### src/rtl/countdown_timer_if.sv
// Control and six-digit BCD display bundle for the countdown timer.
interface countdown_timer_if;
  logic       start;
  logic       load;
  logic       quick;
  logic [3:0] set_min_10;
  logic [3:0] set_min_1;
  logic [3:0] set_sec_10;
  logic [3:0] set_sec_1;
  logic [3:0] min_10;
  logic [3:0] min_1;
  logic [3:0] sec_10;
  logic [3:0] sec_1;
  logic [3:0] milli_10;
  logic [3:0] milli_1;
  logic       running;
  logic       alarm;

  modport master (
    output start, load, quick,
    output set_min_10, set_min_1,
    output set_sec_10, set_sec_1,
    input  min_10, min_1, sec_10, sec_1,
    input  milli_10, milli_1,
    input  running, alarm
  );

  modport slave (
    input  start, load, quick,
    input  set_min_10, set_min_1,
    input  set_sec_10, set_sec_1,
    output min_10, min_1, sec_10, sec_1,
    output milli_10, milli_1,
    output running, alarm
  );
endinterface

### src/rtl/countdown_timer.sv
// BCD MM:SS.cc countdown with pause, preset load and timed alarm.
// Count is kept as six BCD digits and decremented by a borrow chain.
module countdown_timer #(
  parameter int TICK_DIV    = 500000,
  parameter int QUICK_DIV   = 2,
  parameter int ALARM_TICKS = 100
) (
  input  logic               clk,
  input  logic               reset,
  countdown_timer_if.slave   bus
);

  localparam int DMAX =
    (TICK_DIV > QUICK_DIV) ? TICK_DIV : QUICK_DIV;
  localparam int PW = $clog2(DMAX) + 1;
  localparam int AW = $clog2(ALARM_TICKS) + 1;

  typedef enum logic [1:0] {
    IDLE, RUN, PAUSE, ALARM
  } state_e;

  state_e        state_q, state_d;
  logic          start_q;
  logic [PW-1:0] presc_q, presc_d;
  logic [AW-1:0] acnt_q, acnt_d;
  logic [23:0]   cnt_q, cnt_d;
  logic          running_q, alarm_q;

  logic          st_edge;
  logic          tick;
  logic          cnt_zero;
  logic          last_cs;
  logic [PW-1:0] lim_m1;
  logic [23:0]   preset;
  logic [23:0]   cnt_dec;

  function automatic logic [3:0] clamp(
    input logic [3:0] d,
    input logic [3:0] mx
  );
    return (d > mx) ? mx : d;
  endfunction

  // digit 0 = milli_1 ... digit 5 = min_10; sec_10 wraps to 5
  function automatic logic [23:0] dec_bcd(
    input logic [23:0] c
  );
    logic [23:0] r;
    logic        b;
    r = c;
    b = 1'b1;
    for (int i = 0; i < 6; i++) begin
      if (b) begin
        if (r[i*4 +: 4] == 4'd0) begin
          r[i*4 +: 4] = (i == 3) ? 4'd5 : 4'd9;
        end else begin
          r[i*4 +: 4] = r[i*4 +: 4] - 4'd1;
          b = 1'b0;
        end
      end
    end
    return r;
  endfunction

  assign st_edge  = bus.start & ~start_q;
  assign cnt_zero = (cnt_q == 24'h000000);
  assign last_cs  = (cnt_q == 24'h000001);
  assign cnt_dec  = dec_bcd(cnt_q);

  assign lim_m1 = bus.quick ? PW'(QUICK_DIV - 1)
                            : PW'(TICK_DIV - 1);

  // >= so a mid-count switch to a shorter limit ticks at once
  assign tick = ((state_q == RUN) || (state_q == ALARM))
              && (presc_q >= lim_m1);

  assign preset = {
    clamp(bus.set_min_10, 4'd9),
    clamp(bus.set_min_1,  4'd9),
    clamp(bus.set_sec_10, 4'd5),
    clamp(bus.set_sec_1,  4'd9),
    8'h00
  };

  always_comb begin
    state_d = state_q;
    presc_d = presc_q;
    acnt_d  = acnt_q;
    cnt_d   = cnt_q;
    unique case (state_q)
      IDLE: begin
        presc_d = '0;
        if (bus.load) begin
          cnt_d = preset;
        end else if (st_edge && !cnt_zero) begin
          state_d = RUN;
        end
      end
      RUN: begin
        if (st_edge) begin
          state_d = PAUSE;
        end else if (tick) begin
          presc_d = '0;
          if (!cnt_zero) cnt_d = cnt_dec;
          if (last_cs) begin
            state_d = ALARM;
            acnt_d  = '0;
          end
        end else begin
          presc_d = presc_q + PW'(1);
        end
      end
      PAUSE: begin
        if (bus.load) begin
          cnt_d   = preset;
          presc_d = '0;
          state_d = IDLE;
        end else if (st_edge) begin
          state_d = RUN;
        end
      end
      ALARM: begin
        cnt_d = '0;
        if (st_edge) begin
          state_d = IDLE;
        end else if (tick) begin
          presc_d = '0;
          acnt_d  = acnt_q + AW'(1);
          if (acnt_q == AW'(ALARM_TICKS - 1)) begin
            state_d = IDLE;
          end
        end else begin
          presc_d = presc_q + PW'(1);
        end
      end
      default: state_d = IDLE;
    endcase
  end

  always_ff @(posedge clk or posedge reset) begin
    if (reset) begin
      state_q   <= IDLE;
      start_q   <= 1'b0;
      presc_q   <= '0;
      acnt_q    <= '0;
      cnt_q     <= '0;
      running_q <= 1'b0;
      alarm_q   <= 1'b0;
    end else begin
      state_q   <= state_d;
      start_q   <= bus.start;
      presc_q   <= presc_d;
      acnt_q    <= acnt_d;
      cnt_q     <= cnt_d;
      running_q <= (state_d == RUN);
      alarm_q   <= (state_d == ALARM);
    end
  end

  assign bus.min_10   = cnt_q[23:20];
  assign bus.min_1    = cnt_q[19:16];
  assign bus.sec_10   = cnt_q[15:12];
  assign bus.sec_1    = cnt_q[11:8];
  assign bus.milli_10 = cnt_q[7:4];
  assign bus.milli_1  = cnt_q[3:0];
  assign bus.running  = running_q;
  assign bus.alarm    = alarm_q;

endmodule

### src/flat_wrapper.sv
// flat-port wrapper written by rule: the top's interface ports become plain ports
module countdown_timer_flat 
#(
  parameter int TICK_DIV    = 500000,
  parameter int QUICK_DIV   = 2,
  parameter int ALARM_TICKS = 100
)
  (clk, reset, bus_start, bus_load, bus_quick, bus_set_min_10, bus_set_min_1, bus_set_sec_10, bus_set_sec_1, bus_min_10, bus_min_1, bus_sec_10, bus_sec_1, bus_milli_10, bus_milli_1, bus_running, bus_alarm);
  countdown_timer_if bus_i ();
  input  logic clk;
  input  logic reset;
  input wire logic [$bits(bus_i.start)-1:0] bus_start;
  input wire logic [$bits(bus_i.load)-1:0] bus_load;
  input wire logic [$bits(bus_i.quick)-1:0] bus_quick;
  input wire logic [$bits(bus_i.set_min_10)-1:0] bus_set_min_10;
  input wire logic [$bits(bus_i.set_min_1)-1:0] bus_set_min_1;
  input wire logic [$bits(bus_i.set_sec_10)-1:0] bus_set_sec_10;
  input wire logic [$bits(bus_i.set_sec_1)-1:0] bus_set_sec_1;
  output wire logic [$bits(bus_i.min_10)-1:0] bus_min_10;
  output wire logic [$bits(bus_i.min_1)-1:0] bus_min_1;
  output wire logic [$bits(bus_i.sec_10)-1:0] bus_sec_10;
  output wire logic [$bits(bus_i.sec_1)-1:0] bus_sec_1;
  output wire logic [$bits(bus_i.milli_10)-1:0] bus_milli_10;
  output wire logic [$bits(bus_i.milli_1)-1:0] bus_milli_1;
  output wire logic [$bits(bus_i.running)-1:0] bus_running;
  output wire logic [$bits(bus_i.alarm)-1:0] bus_alarm;
  assign bus_i.start = bus_start;
  assign bus_i.load = bus_load;
  assign bus_i.quick = bus_quick;
  assign bus_i.set_min_10 = bus_set_min_10;
  assign bus_i.set_min_1 = bus_set_min_1;
  assign bus_i.set_sec_10 = bus_set_sec_10;
  assign bus_i.set_sec_1 = bus_set_sec_1;
  assign bus_min_10 = bus_i.min_10;
  assign bus_min_1 = bus_i.min_1;
  assign bus_sec_10 = bus_i.sec_10;
  assign bus_sec_1 = bus_i.sec_1;
  assign bus_milli_10 = bus_i.milli_10;
  assign bus_milli_1 = bus_i.milli_1;
  assign bus_running = bus_i.running;
  assign bus_alarm = bus_i.alarm;
  countdown_timer #(.TICK_DIV(TICK_DIV), .QUICK_DIV(QUICK_DIV), .ALARM_TICKS(ALARM_TICKS)) u_core (.clk(clk), .reset(reset), .bus(bus_i));
endmodule
### config.mk
export PLATFORM = sky130hd
export DESIGN_NAME = countdown_timer_flat
export DESIGN_NICKNAME = d
export VERILOG_FILES = /design/src/rtl/countdown_timer_if.sv /design/src/rtl/countdown_timer.sv /design/src/flat_wrapper.sv
export SDC_FILE = /design/constraint.sdc
export NUM_CORES = 1
export LEC_CHECK = 0
export BUFFER_PORTS_ARGS = -buffer_cell sky130_fd_sc_hd__buf_2
export CORE_UTILIZATION = 35
export DETAILED_ROUTE_END_ITERATION = 7
export HOLD_SLACK_MARGIN = 0.06
export PLACE_DENSITY = 0.56
export SYNTH_ARGS = -nofsm -noshare
export SYNTH_HDL_FRONTEND = slang
export SYNTH_SLANG_ARGS = --single-unit
### constraint.sdc
create_clock -name clk -period 5.45 [get_ports clk]
set_input_delay 0.545 -clock clk [delete_from_list [all_inputs] [get_ports clk]]
set_output_delay 0.545 -clock clk [all_outputs]
set_load 0.005 [all_outputs]
======== Yosys cells after proc, flatten, opt, wreduce, memory -nomap -nowiden ========
Index checks and enable logic that the tools add are counted.
storage, ports and cells
  bits in registers ....................... 57
  bits of input ports ..................... 21
  output and inout port bits .............. 26
  logic and storage cells ................. 122
operators by class
  $add $sub $neg .......................... 8
  order comparisons ....................... 5
  equal/unequal tests ..................... 21
  multiplexer cells ....................... 51
  bitwise logic cells ..................... 2
  reduce and logical (&&, ||, !) cells .... 23
operators with widths
  cell                                                                      number
  24-bit two-way mux                                                        4
  24-bit one-hot mux with 3 select lines                                    1
  20-bit two-way mux                                                        3
  4-bit two-way mux                                                         15
  20-bit one-hot mux with 3 select lines                                    1
  8-bit two-way mux                                                         5
  5-bit AND reduction                                                       5
  24-bit by 1-bit == test with 1-bit output (second input constant)         1
  24-bit zero test                                                          1
  4-bit zero test                                                           6
  4-bit by 1-bit subtractor with 4-bit output (second input constant)       6
  20-bit by 1-bit adder with 20-bit output (second input constant)          1
  20-bit >= comparator                                                      1
  2-bit two-way mux                                                         10
  19-bit two-way mux                                                        1
  2-bit by 1-bit inequality test with 1-bit output (second input constant)  9
  8-bit one-hot mux with 2 select lines                                     1
  4-bit > comparator (second input constant)                                3
  2-bit inequality test (second input constant)                             5
  1-bit two-way mux                                                         9
  8-bit by 1-bit adder with 8-bit output (second input constant)            1
  8-bit by 7-bit == test with 1-bit output (second input constant)          1
  2-bit one-hot mux with 4 select lines                                     1
  2-bit == test (second input constant)                                     3
  13 further kinds                                                          16

======== Logic depth before layout (Yosys ltp) ========
  depth after elaboration ................. 11
  depth in mapped cells ................... 10
  mapped depth without buffers ............ 8

======== Worst setup path after synthesis ========
No wires, ideal clock.
  path type ............................... input to register
  from .................................... input port bus_quick
  to ...................................... register u_core.cnt_q[16]
  setup time .............................. 125 ps
  arrival time ............................ 2,383 ps
  data required time ...................... 5,325 ps
  path slack .............................. 2,943 ps
  stages .................................. 7
  path buffers ............................ 0
  cells stage by stage .................... ha_1 > a21o_1 > a211o_1 > a211oi_4 > a211oi_2 > nor2_2 > mux2_2
between the ends
  cells in the longest elaborated chain, start to end .. 5
ends and longest elaborated chain
  item                                                        line                    text
  start: declaration                                          flat_wrapper.sv:14      input wire logic [$bits(bus_i.quick)-1:0] bus_quick;
  19-bit two-way mux                                          countdown_timer.sv:70   assign lim_m1 = bus.quick ? PW'(QUICK_DIV - 1)
  20-bit >= comparator                                        countdown_timer.sv:75   && (presc_q >= lim_m1);
  1-bit logical AND                                           countdown_timer.sv:75
  2-bit by 1-bit inequality test with 1-bit output (no line)  n/a
  5-bit AND reduction (no line)                               n/a
  end signal: assignment                                      countdown_timer.sv:154  cnt_q <= cnt_d;
  end: declaration                                            countdown_timer.sv:26   logic [23:0] cnt_q, cnt_d;
Every way passes these cells.
A chain may end at the register's enable or synchronous reset.

======== Final worst setup path ========
  from .................................... register u_core.state_q[0]
  to ...................................... register u_core.cnt_q[1]
between the ends
  cells in the longest elaborated chain, start to end .. 5
  elaborated cells on any way between the ends .. 13
  classes of those cells .................. eq/ne: 7; mux: 1; reduce/logical: 5
ends and longest elaborated chain
  item                                                                              line                                          text
  start: declaration                                                                countdown_timer.sv:22                         state_e state_q, state_d;
  start signal: assignment                                                          countdown_timer.sv:150                        state_q <= state_d;
  2-bit by 1-bit == test with 1-bit output / 2-bit == test (equally long branches)  countdown_timer.sv:74, countdown_timer.sv:90
  1-bit logical OR                                                                  countdown_timer.sv:74                         assign tick = ((state_q == RUN) || (state_q == ALARM))
  1-bit logical AND                                                                 countdown_timer.sv:75
  2-bit by 1-bit inequality test with 1-bit output (no line)                        n/a
  4-bit AND reduction (no line)                                                     n/a
Several ways; a longest one is shown, not always the timed one.

==> summary.md <==
| Metric | Value |
|---|---|
| Status | `finished, final reports clean` |
| Crit-path cells | `nand2_1 > a41oi_1 > nand2_1 > and2_1 > mux2_4` |
| Met2 GRT Util | `28.2%` |
| Total clock sinks | `57` |
| CP Class | `flip-flop to flip-flop` |
| Clock Skew | `0.0116 ns` |
| Post-Route Setup TNS | `0 ns` |
| Mean area per synthesized cell | `8.92 µm²` |
| ANT nets after route | `0` |
| Initial antenna violation count | `0` |
| Finish-stage setup viols | `0` |
| Die height | `105 µm` |
| Buffers on Ports | `46` |
| RSZ-0062 raised after global routing | `no` |
| Synthesis-to-finish area growth | `14.7%` |
| Hpwl dp | `6660 µm` |
| Startpoint types | `flip-flop` |
| Ys flop type | `dfrtp_1` |
| CTS root buf | `clkbuf_8` |
| Drt pass-1 iters | `4` |
| Leak | `1.89 nW` |
| Pre-CTS WS | `2.14 ns` |
| PwrDens | `362 nW/µm²` |
| Core ar. | `10300 µm²` |
| Fillers | `1044` |
| Final nets | `497` |
| Top delay family on crit path | `simple AND/OR/NAND/NOR gates` |
| Post-synthesis instance total | `418` |
| First-pass GRT wire length | `15600 µm` |
| Critical path arrival | `3.36 ns` |
| Die Area | `11100 µm²` |
| Largest net degree at the start of global routing | `58` |
| Rows | `37` |
| GRT Resource Usage Total | `17.7%` |
| Antenna cells | `0` |
| Final hold viol count | `0` |
| Routed vias | `3312` |
| Worst Setup End Kind | `flip-flop` |
| Placed instance count | `584` |
| Total clock buffers created by CTS | `9` |
| Worst Hold Slack | `0.369 ns` |
| CTS tree | `yes` |
| Critical path peak fanout | `26` |
| H-tree depth | `3` |
| Relative slew slack | `21.6%` |
| Worst Tran Pin Value | `1.18 ns` |
| GP Congestion | `0.844` |
| Ys Warns | `0` |
| Crit path time final | `3.13 ns` |
| Post-synth top area cell | `dfrtp_1` |
| Register area share after synthesis | `38.3%` |
| Ys async rst share | `100%` |
| Max_cap viols | `0` |
| Worst setup margin | `2.32 ns` |
| PostCTS Resize Cnt | `0` |
| Share of cells above drive strength 1 | `18.6%` |
| Initial Util | `36.1%` |
| CP max-delay cell | `dfrtp_1` |
| Synth area leaders | `dfrtp_1 (38%), ha_1 (5.7%), nor2_1 (4.6%), nand2_1 (4.2%), a21oi_1 (3.0%)` |
| Pwr Total | `1.55 mW` |
| FF+latch area | `1430 µm²` |
| GR peak layer | `met2` |
| Non-filler cells, final | `598` |
| Routed length per instance | `15.5 µm` |
| Setup Fix Bufs, Post-CTS | `0` |
| Area of the multi-input gates | `2160 µm²` |
| Worst hold path class | `primary input to flip-flop` |
| Longest Clk Path Bufs | `2` |
| CTS clock-pin slew for the worst setup and hold paths | `0.07 ns` |
| Post-synth top cells | `dfrtp_1 (57), nor2_1 (46), nand2_1 (42)` |
| DRC | `0` |
| Worst EP required | `5.68 ns` |
| Netlist cell types | `67` |
| Final Max Tran Viols | `0` |
| Mapped Area | `3730 µm²` |
| Crit-path most repeated cell | `nand2_1` |
| Vias in the first global route | `3218` |
| GR Layer Usage met3 | `3.68%` |
| Post-synth EDFFs | `0` |
| Routing usage on met1 | `24.0%` |
| Post-synth top area share | `38.3%` |
| Post-synthesis register bit count | `57` |
| Total routed wirelength | `9280 µm` |
| Worst ir drop on vdd | `0.000200 V` |
| Top Ports | `47` |
| Clk_lat worst skew | `0.34 ns` |
| Syn_nets | `456` |
| Number of buffers and inverters on the critical path | `0` |
| Die width | `105 µm` |
| GRT Residual Overflow | `0` |
| Max Freq | `0.319 GHz` |
| CP max stage delay | `0.89 ns` |
| Most frequent cell after synthesis | `dfrtp_1` |
| Cts hold-fix bufs | `0` |
| Iter 0 DRT Violations | `157` |
| Vias per cell | `5.54` |
| Fin crit share | `57.5%` |
[cells by family (layout without fill, tap and decap cells)]
kind of cell	Yosys count	after routing	share of synthesized area, %
and+or+nand+nor	188	188	27.2
AOI/OAI and AO/OA	104	104	20.0
DFF	57	57	38.3
buffers and inverters	32	76	3.66
adders and majority gates	17	17	5.71
xor gates and xnor gates	14	14	3.29
muxes	6	6	1.88
[placed cells by master, fill, tap and decap left out, types with 6 or more instances in the layout]
| master | instances |
|---|---|
| dfrtp_1 | 57 |
| nor2_1 | 46 |
| buf_2 | 46 |
| nand2_1 | 42 |
| a21oi_1 | 22 |
| nand3_1 | 20 |
| nor3_1 | 17 |
| o21ai_0 | 17 |
| ha_1 | 17 |
| inv_1 | 13 |
| clkbuf_8 | 11 |
| a31oi_1 | 8 |
| nor2b_1 | 7 |
| and3_1 | 7 |
| xor2_1 | 7 |
| xnor2_1 | 7 |
| nand3b_1 | 6 |
[area by class of cell]
cell class                 instances  share of cell area, %
clock buffer                      11                   3.54
clock inverter                     3                   1.52
inverter                          14                   1.23
multi-input combinational        329                   50.6
sequential                        57                   33.4
tap                              136                   3.98
timing repair buffer              48                   5.74
[report_power, final]
group	total [mW]	switching (mW)	leakage, nW	internal [mW]
registers	0.612	0.120	0.727	0.492
logic	0.489	0.279	1.05	0.209
clock network	0.447	0.170	0.111	0.277
total	1.55	0.569	1.89	0.978
[path summary, 6_finish.rpt]
check / cells after the start / endpoint / startpoint / slack, ns
min in group asynchronous: 3 / u_core.bus.alarm / reset / 0.43
hold / removal: 1 / u_core.start_q / bus_start / 0.37
max in group asynchronous: 3 / u_core.cnt_q[13] / reset / 4.52
setup reg to reg: 5 / u_core.cnt_q[1] / u_core.state_q[0] / 2.32
setup / recovery: 5 / u_core.cnt_q[1] / u_core.state_q[0] / 2.32
hold reg to reg: 1 / u_core.acnt_q[7] / u_core.acnt_q[7] / 0.50
[flip-flops by register name, indices dropped and copies added (netlist names)]
signal              flops
u_core.acnt_q           8
u_core.presc_q         20
u_core.state_q          2
u_core.bus.alarm        1
u_core.cnt_q           24
u_core.start_q          1
u_core.bus.running      1
[per-stage QoR]
step	util [%]	area, µm²
detailed placement	39.3	4060
global placement	39.3	4060
global route	41.4	4280
CTS	41.4	4280
finish	41.4	4280
floorplan	-	3730
[metal layers]
| layer | wire length (µm) | share of wire [%] |
|---|---|---|
| met5 | 0 | 0 |
| met4 | 112 | 1.2 |
| met3 | 312 | 3.4 |
| met2 | 4370 | 47 |
| met1 | 4480 | 48 |
Note: power is estimated with default switching activity, not from simulation.
